[config.mk]
export PLATFORM = sky130hd
export DESIGN_NAME = fiber_req_arbiter
export DESIGN_NICKNAME = d
export VERILOG_FILES = /design/src/rtl/fiber_req_arbiter.sv
export SDC_FILE = /design/constraint.sdc
export NUM_CORES = 1
export LEC_CHECK = 0
export ABC_AREA = 1
export BUFFER_PORTS_ARGS = -buffer_cell sky130_fd_sc_hd__buf_2
export CELL_PAD_IN_SITES_DETAIL_PLACEMENT = 1
export CELL_PAD_IN_SITES_GLOBAL_PLACEMENT = 2
export CORE_ASPECT_RATIO = 0.6
export CORE_MARGIN = 8
export CORE_UTILIZATION = 20
export DETAILED_ROUTE_END_ITERATION = 16
export GPL_ROUTABILITY_DRIVEN = 0
export GPL_TIMING_DRIVEN = 1
export PLACE_DENSITY = 0.83
export SLEW_MARGIN = 25
export SYNTH_ARGS = -nofsm -noshare
export SYNTH_HDL_FRONTEND = slang
export SYNTH_SLANG_ARGS = --single-unit
[constraint.sdc]
create_clock -name i_clk -period 5.65 [get_ports i_clk]
set_input_delay 0.8475 -clock i_clk [delete_from_list [all_inputs] [get_ports i_clk]]
set_output_delay 0.8475 -clock i_clk [all_outputs]
set_load 0.1 [all_outputs]
[src/rtl/fiber_req_arbiter.sv]
// Purpose : round-robin arbiter sharing one fiberBank request port between NUM_PE PEs; READ/CONSUME IDs kept in an in-order tag FIFO to steer responses back.
// Latency : PE accepted at edge N -> registered bank command valid from cycle N+1; response path is combinational from bank inputs and FIFO head.
// Backpr. : bank command held stable until i_type_ready; READ/CONSUME skipped while RSP_DEPTH outstanding; bank response stalled by head PE's rready.
// Ports   : i_pe_* / o_pe_ready  per-PE request side (packed NUM_PE lanes)
//           o_pe_r* / i_pe_rready response back to PEs (rdata broadcast, rvalid one-hot)
//           o_request_type/o_addr/o_data/o_type_valid/i_type_ready  bank request
//           i_bank_rdata/i_bank_rvalid/o_bank_rready  bank response; o_illegal drop pulse
module fiber_req_arbiter #(
    parameter int NUM_PE     = 4,
    parameter int DATA_WIDTH = 16,
    parameter int ADDR_WIDTH = 64,
    parameter int RSP_DEPTH  = 4
) (
    input  logic                         i_clk,
    input  logic                         i_reset,
    input  logic [4*NUM_PE-1:0]          i_pe_request_type,
    input  logic [ADDR_WIDTH*NUM_PE-1:0] i_pe_addr,
    input  logic [DATA_WIDTH*NUM_PE-1:0] i_pe_data,
    input  logic [NUM_PE-1:0]            i_pe_valid,
    output logic [NUM_PE-1:0]            o_pe_ready,
    output logic [DATA_WIDTH-1:0]        o_pe_rdata,
    output logic [NUM_PE-1:0]            o_pe_rvalid,
    input  logic [NUM_PE-1:0]            i_pe_rready,
    output logic                         o_illegal,
    output logic [3:0]                   o_request_type,
    output logic [ADDR_WIDTH-1:0]        o_addr,
    output logic [DATA_WIDTH-1:0]        o_data,
    output logic                         o_type_valid,
    input  logic                         i_type_ready,
    input  logic [DATA_WIDTH-1:0]        i_bank_rdata,
    input  logic                         i_bank_rvalid,
    output logic                         o_bank_rready
);
    localparam int IDW = (NUM_PE > 1) ? $clog2(NUM_PE) : 1;
    localparam int AW  = (RSP_DEPTH > 1) ? $clog2(RSP_DEPTH) : 1;
    localparam int CW  = AW + 1;
    localparam logic [IDW:0]  NPE       = (IDW + 1)'(NUM_PE);
    localparam logic [CW-1:0] FULL_CNT  = CW'(RSP_DEPTH);
    localparam logic [3:0]    T_READ    = 4'b0010;
    localparam logic [3:0]    T_CONSUME = 4'b1000;

    typedef enum logic {IDLE, ISSUE} state_t;

    function automatic logic is_tagged(input logic [3:0] t);
        return (t == T_READ) || (t == T_CONSUME);
    endfunction

    function automatic logic [IDW-1:0] next_id(input logic [IDW-1:0] id);
        return (id == IDW'(NUM_PE - 1)) ? '0 : id + 1'b1;
    endfunction

    state_t                 state_q, state_d;
    logic [IDW-1:0]         rr_ptr_q, rr_ptr_d;
    logic [3:0]             cmd_type_q, cmd_type_d;
    logic [ADDR_WIDTH-1:0]  cmd_addr_q, cmd_addr_d;
    logic [DATA_WIDTH-1:0]  cmd_data_q, cmd_data_d;
    logic [IDW-1:0]         cmd_id_q, cmd_id_d;
    logic                   illegal_q, illegal_d;
    logic [IDW-1:0]         tag_mem_q [RSP_DEPTH];
    logic [IDW-1:0]         tag_mem_d [RSP_DEPTH];
    logic [AW-1:0]          wr_ptr_q, wr_ptr_d, rd_ptr_q, rd_ptr_d;
    logic [CW-1:0]          cnt_q, cnt_d;

    logic                   fifo_full, fifo_empty, push, pop;
    logic [IDW-1:0]         head_id;
    logic [NUM_PE-1:0]      elig;
    logic                   grant_vld;
    logic [IDW-1:0]         grant_id;
    logic [IDW:0]           scan_idx;
    logic [3:0]             win_type;
    logic [ADDR_WIDTH-1:0]  win_addr;
    logic [DATA_WIDTH-1:0]  win_data;

    assign fifo_full  = (cnt_q == FULL_CNT);
    assign fifo_empty = (cnt_q == '0);
    assign head_id    = tag_mem_q[rd_ptr_q];

    // A READ/CONSUME needs a free tag slot; everything else (incl. illegal) may always go.
    always_comb begin
        elig = '0;
        for (int k = 0; k < NUM_PE; k++) begin
            elig[k] = i_pe_valid[k] & ~(fifo_full & is_tagged(i_pe_request_type[4*k +: 4]));
        end
    end

    // First eligible PE at or after rr_ptr, modulo NUM_PE.
    always_comb begin
        grant_vld = 1'b0;
        grant_id  = '0;
        scan_idx  = '0;
        for (int i = 0; i < NUM_PE; i++) begin
            scan_idx = {1'b0, rr_ptr_q} + (IDW + 1)'(i);
            if (scan_idx >= NPE) begin
                scan_idx = scan_idx - NPE;
            end
            if (!grant_vld && elig[scan_idx[IDW-1:0]]) begin
                grant_vld = 1'b1;
                grant_id  = scan_idx[IDW-1:0];
            end
        end
        // No acceptance while a command is pending or while reset is asserted.
        if (i_reset || (state_q != IDLE)) begin
            grant_vld = 1'b0;
        end
    end

    always_comb begin
        win_type   = '0;
        win_addr   = '0;
        win_data   = '0;
        o_pe_ready = '0;
        for (int k = 0; k < NUM_PE; k++) begin
            if (grant_id == IDW'(k)) begin
                win_type      = i_pe_request_type[4*k +: 4];
                win_addr      = i_pe_addr[ADDR_WIDTH*k +: ADDR_WIDTH];
                win_data      = i_pe_data[DATA_WIDTH*k +: DATA_WIDTH];
                o_pe_ready[k] = grant_vld;
            end
        end
    end

    always_comb begin
        state_d    = state_q;
        rr_ptr_d   = rr_ptr_q;
        cmd_type_d = cmd_type_q;
        cmd_addr_d = cmd_addr_q;
        cmd_data_d = cmd_data_q;
        cmd_id_d   = cmd_id_q;
        illegal_d  = 1'b0;
        push       = 1'b0;
        case (state_q)
            IDLE: begin
                if (grant_vld) begin
                    if ($onehot(win_type)) begin
                        cmd_type_d = win_type;
                        cmd_addr_d = win_addr;
                        cmd_data_d = win_data;
                        cmd_id_d   = grant_id;
                        state_d    = ISSUE;
                    end else begin
                        // Accepted and dropped; pointer moves on so the offender does not hog the port.
                        illegal_d = 1'b1;
                        rr_ptr_d  = next_id(grant_id);
                    end
                end
            end
            ISSUE: begin
                if (i_type_ready) begin
                    push     = is_tagged(cmd_type_q);
                    rr_ptr_d = next_id(cmd_id_q);
                    state_d  = IDLE;
                end
            end
            default: state_d = IDLE;
        endcase
    end

    // Response steering: only the oldest outstanding requester may take bank data.
    always_comb begin
        o_pe_rvalid   = '0;
        o_bank_rready = 1'b0;
        if (!fifo_empty) begin
            o_pe_rvalid[head_id] = i_bank_rvalid;
            o_bank_rready        = i_pe_rready[head_id];
        end
    end

    assign o_pe_rdata = i_bank_rdata;
    assign pop        = i_bank_rvalid & o_bank_rready;

    always_comb begin
        tag_mem_d = tag_mem_q;
        if (push) begin
            tag_mem_d[wr_ptr_q] = cmd_id_q;
        end
        wr_ptr_d = wr_ptr_q + AW'(push);
        rd_ptr_d = rd_ptr_q + AW'(pop);
        cnt_d    = cnt_q + CW'(push) - CW'(pop);
    end

    always_ff @(posedge i_clk) begin
        if (i_reset) begin
            state_q    <= IDLE;
            rr_ptr_q   <= '0;
            cmd_type_q <= '0;
            cmd_addr_q <= '0;
            cmd_data_q <= '0;
            cmd_id_q   <= '0;
            illegal_q  <= 1'b0;
            wr_ptr_q   <= '0;
            rd_ptr_q   <= '0;
            cnt_q      <= '0;
            for (int j = 0; j < RSP_DEPTH; j++) begin
                tag_mem_q[j] <= '0;
            end
        end else begin
            state_q    <= state_d;
            rr_ptr_q   <= rr_ptr_d;
            cmd_type_q <= cmd_type_d;
            cmd_addr_q <= cmd_addr_d;
            cmd_data_q <= cmd_data_d;
            cmd_id_q   <= cmd_id_d;
            illegal_q  <= illegal_d;
            wr_ptr_q   <= wr_ptr_d;
            rd_ptr_q   <= rd_ptr_d;
            cnt_q      <= cnt_d;
            tag_mem_q  <= tag_mem_d;
        end
    end

    assign o_type_valid   = (state_q == ISSUE);
    assign o_request_type = cmd_type_q;
    assign o_addr         = cmd_addr_q;
    assign o_data         = cmd_data_q;
    assign o_illegal      = illegal_q;

endmodule

==> results by group, run 1 <==
Yosys
  • Distinct cells, synth: 32
  • Syn Nets: 1388
  • Sequential area share after synthesis: 0.311
  • Largest family of logic cells by synthesized area: compound AO/OA/AOI/OAI gates
  • Most common cell in the netlist: nand2_1
  • Synth Area in Adders: 0.0263
  • Synth cell count leaders: nand2_1, nor2_1, dfxtp_1
  • Post-Synth XOR/XNOR Area: 0.00759
  • Top-area cell type share of the netlist area: 0.311
  • Post-synthesis compound-gate area fraction: 0.293
  • Synth warn: 0
  • Biggest area consumer among synthesized cells: dfxtp_1
  • Ys async rst share: 0
  • Post-synth EDFFs: 0
  • Post-Synth Simple-Gate Area: 0.262
  • Synth Register Bits: between 100 and 150
  • Multiplexer area fraction after synthesis: 0
  • Post-Syn Instances: between 1000 and 1500
  • Avg Synthesized Cell Area: approximately 6.7 sq um
  • Mapped Area: between 0.006 and 0.007 sq mm
  • Largest cells by area after synthesis: dfxtp_1, nand2_1, a221oi_1, o31ai_1, a21oi_1
  • Most used flip-flop cell after synthesis: dfxtp_1

Finish
  • Fin nets: 1756
  • Layout cell share with drive strength beyond 1: 0.353
  • Fin cells: approximately 1800
  • ANT cells: 0
  • Area grow syn2layout: 41.3%
  • Post-route design area: ~0.0096 sq mm

Setup path
  • Critical-path top delay cell: fa_1
  • Worst path most repeated cell: nand2_1
  • FF-to-FF setup slack: 0.68 ns
  • CP top delay family: simple AND/OR/NAND/NOR gates
  • Crit. End Element: flip-flop
  • Critical path type: in2reg
  • Worst r2r path cells: 30
  • Worst EP required: 5.94 ns
  • Arr. time, crit path: roughly 5.3 ns
  • CP startpoint kind: input pin
  • Worst R2R End: o_addr[11]$_SDFFE_PP0P_
  • Crit Path Max Fanout: slightly below 50
  • CP Buf/Inv Count: 8
  • Worst r2r src: cnt_q[1]$_SDFF_PP0_
  • Max stage delay on crit path: between 0.4 and 0.5 ns

Pwr
  • Pwr/cell area: 823 mW/mm^2
  • Worst VDD drop: between 1 and 1.5 mV
  • Total power: 7.86 mW
  • Clock Power Share: 0.085
  • Cell Int Power: about 3.2 mW
  • P_leak: 4.32 nW
  • Logic gate share of total power: 0.799
  • Switching Fraction: 0.597
  • Sequential Power Share: 0.115
  • Sw power: 4.69 mW

Die
  • Std-Cell Rows: between 50 and 60
  • CORE AREA: 0.0335 sq mm
  • Initial core utilization: 0.202
  • # IOs: roughly 480
  • Die footprint: between 0.04 and 0.05 sq mm
  • Width of the die: 253 microns
  • Chip height: between 150 and 200 microns

Hold path
  • Worst hold start: tag_mem_q[1]$_SDFFE_PP0P_
  • Min-Delay Endpoint: tag_mem_q[1]$_SDFFE_PP0P_
  • WHS Path Cells: 2
  • HP Class: reg2reg

Detailed routing
  • Remaining antenna violation count: 0
  • DR DRC count: 0
  • Wire length per cell: between 15 and 20 microns
  • DRT Wirelength: 34200 microns
  • Iter 0 DRT Violations: ~410
  • Via-per-instance ratio: about 4.7
  • Drt pass-1 iters: 5
  • Routed vias: 8656

Clocking
  • Clock root buffer: clkbuf_16
  • PostCTS Resize Cnt: 0
  • Num CTS Buffers: 9
  • Setup Fix Bufs, Post-CTS: 0
  • Number of hold buffers added after cts: 0
  • Clock sink count: 105
  • Clock buffer depth: 2
  • Skew-Pair Late Insertion Delay: between 0.3 and 0.4 ns
  • H-tree Lvls: 3
  • TritonCTS clock tree: done
  • Clock transition at path regs: roughly 0.070 ns

Timing
  • Max Clock Skew: approximately 0.0085 ns
  • Setup TNS: 0 ns
  • RSZ-0062 raised after global routing: false
  • Final Max Tran Viols: 0
  • F_max: between 150 and 200 MHz
  • Worst-Margin Slew: about 0.91 ns
  • Final Hold Vio Count: 0
  • Final period utilization: 0.887
  • Slew margin rel.: 0.393
  • WHS: between 0.4 and 0.5 ns
  • Final setup viols: 0
  • Final min period: roughly 5 ns

Global route
  • Vias in the first global route: approximately 9000
  • GRT Total Usage: 0.163
  • First-pass GRT wire length: 51500 microns
  • Largest net degree at the start of global routing: a little over 90
  • GRT overflow: 0
  • Initial antenna violation count: 1

Run
  • Max Cap Violations: 0

Placement
  • IO buf count: approximately 440
  • Placed Area: between 0.009 and 0.01 sq mm
  • Placed cell count: ~1800
  • Post-DP HPWL: 27500 microns

Status
  • Status: finished, final reports clean
## cell usage in the layout (no fill, tap or decap), types with 3 or more instances in the layout
cell type | synthesis | final
clkbuf_16 | 0 | 9
dfxtp_1 | 105 | 105
ha_4 | 0 | 3
buf_12 | 0 | 3
buf_2 | 10 | 441
a21oi_1 | 102 | 102
a221oi_1 | 82 | 82
ha_1 | 11 | 8
nand3_1 | 26 | 26
nor2_1 | 115 | 114
buf_4 | 18 | 14
nor3_1 | 4 | 4
nand2_1 | 298 | 298
clkinv_2 | 0 | 3
o31ai_1 | 81 | 81
o21ai_0 | 21 | 21
inv_1 | 43 | 42
## registers in the layout (all words and copies together), names as in the netlist
register and cells:
o_request_type 4, rd_ptr_q 2, o_type_valid 1, wr_ptr_q 2, o_illegal 1, cmd_id_q 2, rr_ptr_q 2, tag_mem_q 8
o_addr 64, cnt_q 3, o_data 16
## cells by family after synthesis
logic type	count (synthesis)
AND/OR/NAND/NOR	451
AO/OA/AOI/OAI	291
buffers and inverters	146
flip-flops	105
adder cells (fa/ha/maj)	13
XOR/XNOR	5
## worst max-delay path by stage
stage,start,to,slack [ns],cells past startpoint
5_1_grt,cnt_q[1]$_SDFF_PP0_,o_addr[11]$_SDFFE_PP0P_,0.21,29
6_report,i_pe_request_type[11],o_addr[11]$_SDFFE_PP0P_,0.64,31
4_1_cts,cnt_q[1]$_SDFF_PP0_,o_addr[11]$_SDFFE_PP0P_,0.60,30
2_1_floorplan,i_pe_request_type[9],o_request_type[1]$_SDFFE_PP0P_,0.69,27
3_5_place_dp,i_pe_request_type[11],o_addr[11]$_SDFFE_PP0P_,0.28,31
3_3_place_gp,i_pe_request_type[5],o_addr[52]$_SDFFE_PP0P_,0.42,31
## metrics by stage
| stage | setup WS (ns) | utilization |
|---|---|---|
| global route | 0.207 | 0.285 |
| detailed placement | 0.283 | 0.276 |
| CTS | 0.600 | 0.285 |
| floorplan | 0.694 | - |
| global placement | 0.423 | 0.276 |
| finish | 0.640 | 0.285 |
## power groups by stage
stage | combinational (mW) | clock, mW | sequential [mW]
finish | 6.28 | 0.671 | 0.907
global route | 7.04 | 0.732 | 0.918
CTS | 6.41 | 0.705 | 0.908
detailed placement | 6.36 | 0 | 0.925
global placement | 6.30 | 0 | 0.920
floorplan | 4.43 | 0 | 1.26
## worst reg2reg max path, delay by kind of cell (launching register included)
kind	cells	cell delay [ns]
AO/OA/AOI/OAI	6	0.98
buffers and inverters	7	0.94
AND/OR/NAND/NOR	13	1.47
flip-flops	1	0.36
adder cells (fa/ha/maj)	4	1.13
## layer usage
metal  global-route usage  wire (microns)  vias up
met4               0.0363             503        2
li1                     -               -     4227
met2                0.267           16200      294
met5                    0              13        -
met1                0.205           14900     4103
met3               0.0584            2590       30
## final cells by class
type / instances / area (sq um)
repair buffers: 458 / 2370
inverters: 45 / 171
well taps: 459 / 574
flip-flops and latches: 105 / 2100
clock inverters: 5 / 61.3
multi-input cells: 760 / 4030
fillers: 4305 / 24000
clock buffers: 11 / 243
(Power assumes the default switching activity.)
==> run 2: changes to the inputs <==
Settings changed: CAP_MARGIN set to 20, CORE_MARGIN 8 to not set.
==> run 2 against run 1 <==
  * Worst setup slack worse by 0.021 ns
  * Clock-buffer cell count down 1
  * Register-to-register slack is essentially flat
  * Critical endpoint is now o_data[12]$_SDFFE_PP0P_
==> results by group, run 2 (synthesis gave the netlist of run 1 again) <==
Clocking
  • Clock buffer depth: 2
  • Clock sink count: between 100 and 150
  • H-tree Lvls: 3
  • Number of hold buffers added after cts: 0
  • TritonCTS clock tree: done
  • Num CTS Buffers: 9
  • Setup Fix Bufs, Post-CTS: 0
  • Skew-Pair Late Insertion Delay: roughly 0.38 ns
  • Clock transition at path regs: ~0.07 ns
  • Clock root buffer: clkbuf_16
  • PostCTS Resize Cnt: 0

Pwr
  • Pwr/cell area: just over 800 mW/mm^2
  • P_leak: 4.31 nW
  • Worst VDD drop: roughly 0.56 mV

Placement
  • IO buf count: about 440
  • Setup slack after placement: between 0.2 and 0.25 ns
  • Placed Area: 0.00925 sq mm
  • Post-DP HPWL: 27000 microns

Timing
  • Final min period: a little over 5 ns
  • Final setup viols: 0
  • Worst-Margin Slew: 0.914 ns
  • Final Hold Vio Count: 0
  • Final period utilization: 0.890
  • Final Max Tran Viols: 0
  • F_max: 199 MHz
  • WHS: roughly 0.46 ns
  • Max Clock Skew: between 0.01 and 0.015 ns
  • Fin worst setup slack: approximately 0.62 ns
  • Setup TNS: 0 ns
  • Slew margin rel.: 0.391
  • RSZ-0062 raised after global routing: false

Setup path
  • Crit. End Element: flip-flop
  • FF-to-FF setup slack: 0.69 ns
  • CP startpoint kind: input pin
  • Arr. time, crit path: ~5.3 ns
  • Worst R2R End: o_data[12]$_SDFFE_PP0P_
  • Worst path most repeated cell: nand2_1
  • Critical-path top delay cell: fa_1
  • Worst r2r path cells: 29
  • Worst EP required: ~5.9 ns
  • Critical path type: in2reg
  • Crit Path Max Fanout: 46
  • Max stage delay on crit path: 0.49 ns
  • Worst r2r src: cnt_q[1]$_SDFF_PP0_

Finish
  • Footprint of the multi-input gates: around 0.0040 sq mm
  • Fin nets: about 1800
  • Most frequent cells in the layout: buf_2, nand2_1, nor2_1, dfxtp_1, a21oi_1
  • Largest register FFs: 64
  • FF+latch area: roughly 0.0021 sq mm
  • Post-route design area: between 0.009 and 0.01 sq mm
  • Area grow syn2layout: 41.1%
  • Fill cells: 4235
  • Layout cell share with drive strength beyond 1: 0.355
  • Most common cell after layout, fill and taps aside: buf_2

Detailed routing
  • DRT Wirelength: approximately 33000 microns
  • Via-per-instance ratio: approximately 4.7
  • Iter 0 DRT Violations: just under 400
  • Wire length per cell: 18.0 microns
  • Remaining antenna violation count: 0
  • DR DRC count: 0
  • Routed vias: 8625
  • Drt pass-1 iters: 5

Die
  • Width of the die: around 240 microns
  • Std-Cell Rows: roughly 50
  • Initial core utilization: 0.206
  • CORE AREA: 0.0329 sq mm
  • Chip height: about 140 microns
  • Die footprint: around 0.035 sq mm
  • # IOs: around 480

Hold path
  • HP Class: reg2reg
  • WHS Path Cells: 2
  • Worst hold start: tag_mem_q[1]$_SDFFE_PP0P_
  • Min-Delay Endpoint: tag_mem_q[1]$_SDFFE_PP0P_

Global route
  • Vias in the first global route: ~8200
  • First-pass GRT wire length: just under 50000 microns
  • Largest net degree at the start of global routing: 93
  • GRT overflow: 0
  • Initial antenna violation count: 5
  • GRT Total Usage: 0.186

Run
  • Max Cap Violations: 0

Status
  • Status: finished, final reports clean
==> run 2: per-stage QoR <==
| stage | instances | utilization | total power, mW |
|---|---|---|---|
| finish | 1841 | 0.290 | 7.90 |
| global route | 1840 | 0.290 | 8.69 |
| CTS | 1838 | 0.290 | 8.05 |
| detailed placement | 1822 | 0.282 | 7.40 |
| global placement | 1822 | 0.282 | 7.27 |
| floorplan | 1011 | - | 5.69 |
==> run 2: worst max path at each step <==
stage / endpoint / slack, ns / start / depth (start not counted)
6_report: o_data[12]$_SDFFE_PP0P_ / 0.62 / i_pe_request_type[11] / 30
5_1_grt: o_addr[49]$_SDFFE_PP0P_ / 0.16 / i_pe_request_type[11] / 28
4_1_cts: o_addr[59]$_SDFFE_PP0P_ / 0.64 / i_pe_request_type[9] / 31
3_5_place_dp: o_addr[59]$_SDFFE_PP0P_ / 0.22 / i_pe_request_type[9] / 31
3_3_place_gp: o_addr[26]$_SDFFE_PP0P_ / 0.36 / i_pe_request_type[5] / 27
2_1_floorplan: o_request_type[1]$_SDFFE_PP0P_ / 0.69 / i_pe_request_type[9] / 27
==> run 2: cell type report <==
cell class                 instances  area share
antenna                            3    0.000788
clock buffer                      10      0.0240
clock inverter                     6     0.00446
inverter                          45      0.0180
multi-input combinational        760       0.422
sequential                       105       0.221
tap                              450      0.0591
timing repair buffer             462       0.251
==> run 2: worst max-delay path: cells and delay by family <==
family | cells | cell delay [ns]
fa+ha+maj | 4 | 1.14
simple gates | 13 | 1.30
compound gates | 6 | 0.87
buf+inv | 7 | 1.06
==> run 2: where the power goes <==
part	leakage (nW)	total, mW	switching, mW	internal, mW
combinational	3.33	6.38	4.40	1.98
sequential	0.851	0.906	0.0528	0.853
clock	0.129	0.614	0.314	0.300
total	4.31	7.90	4.77	3.13
==> run 2: per-layer routing <==
metal / global-route usage / routed length (microns)
met2: 0.292 / 15200
met1: 0.242 / 14900
met4: 0.0557 / 709
met3: 0.0607 / 2270
met5: 0 / 13
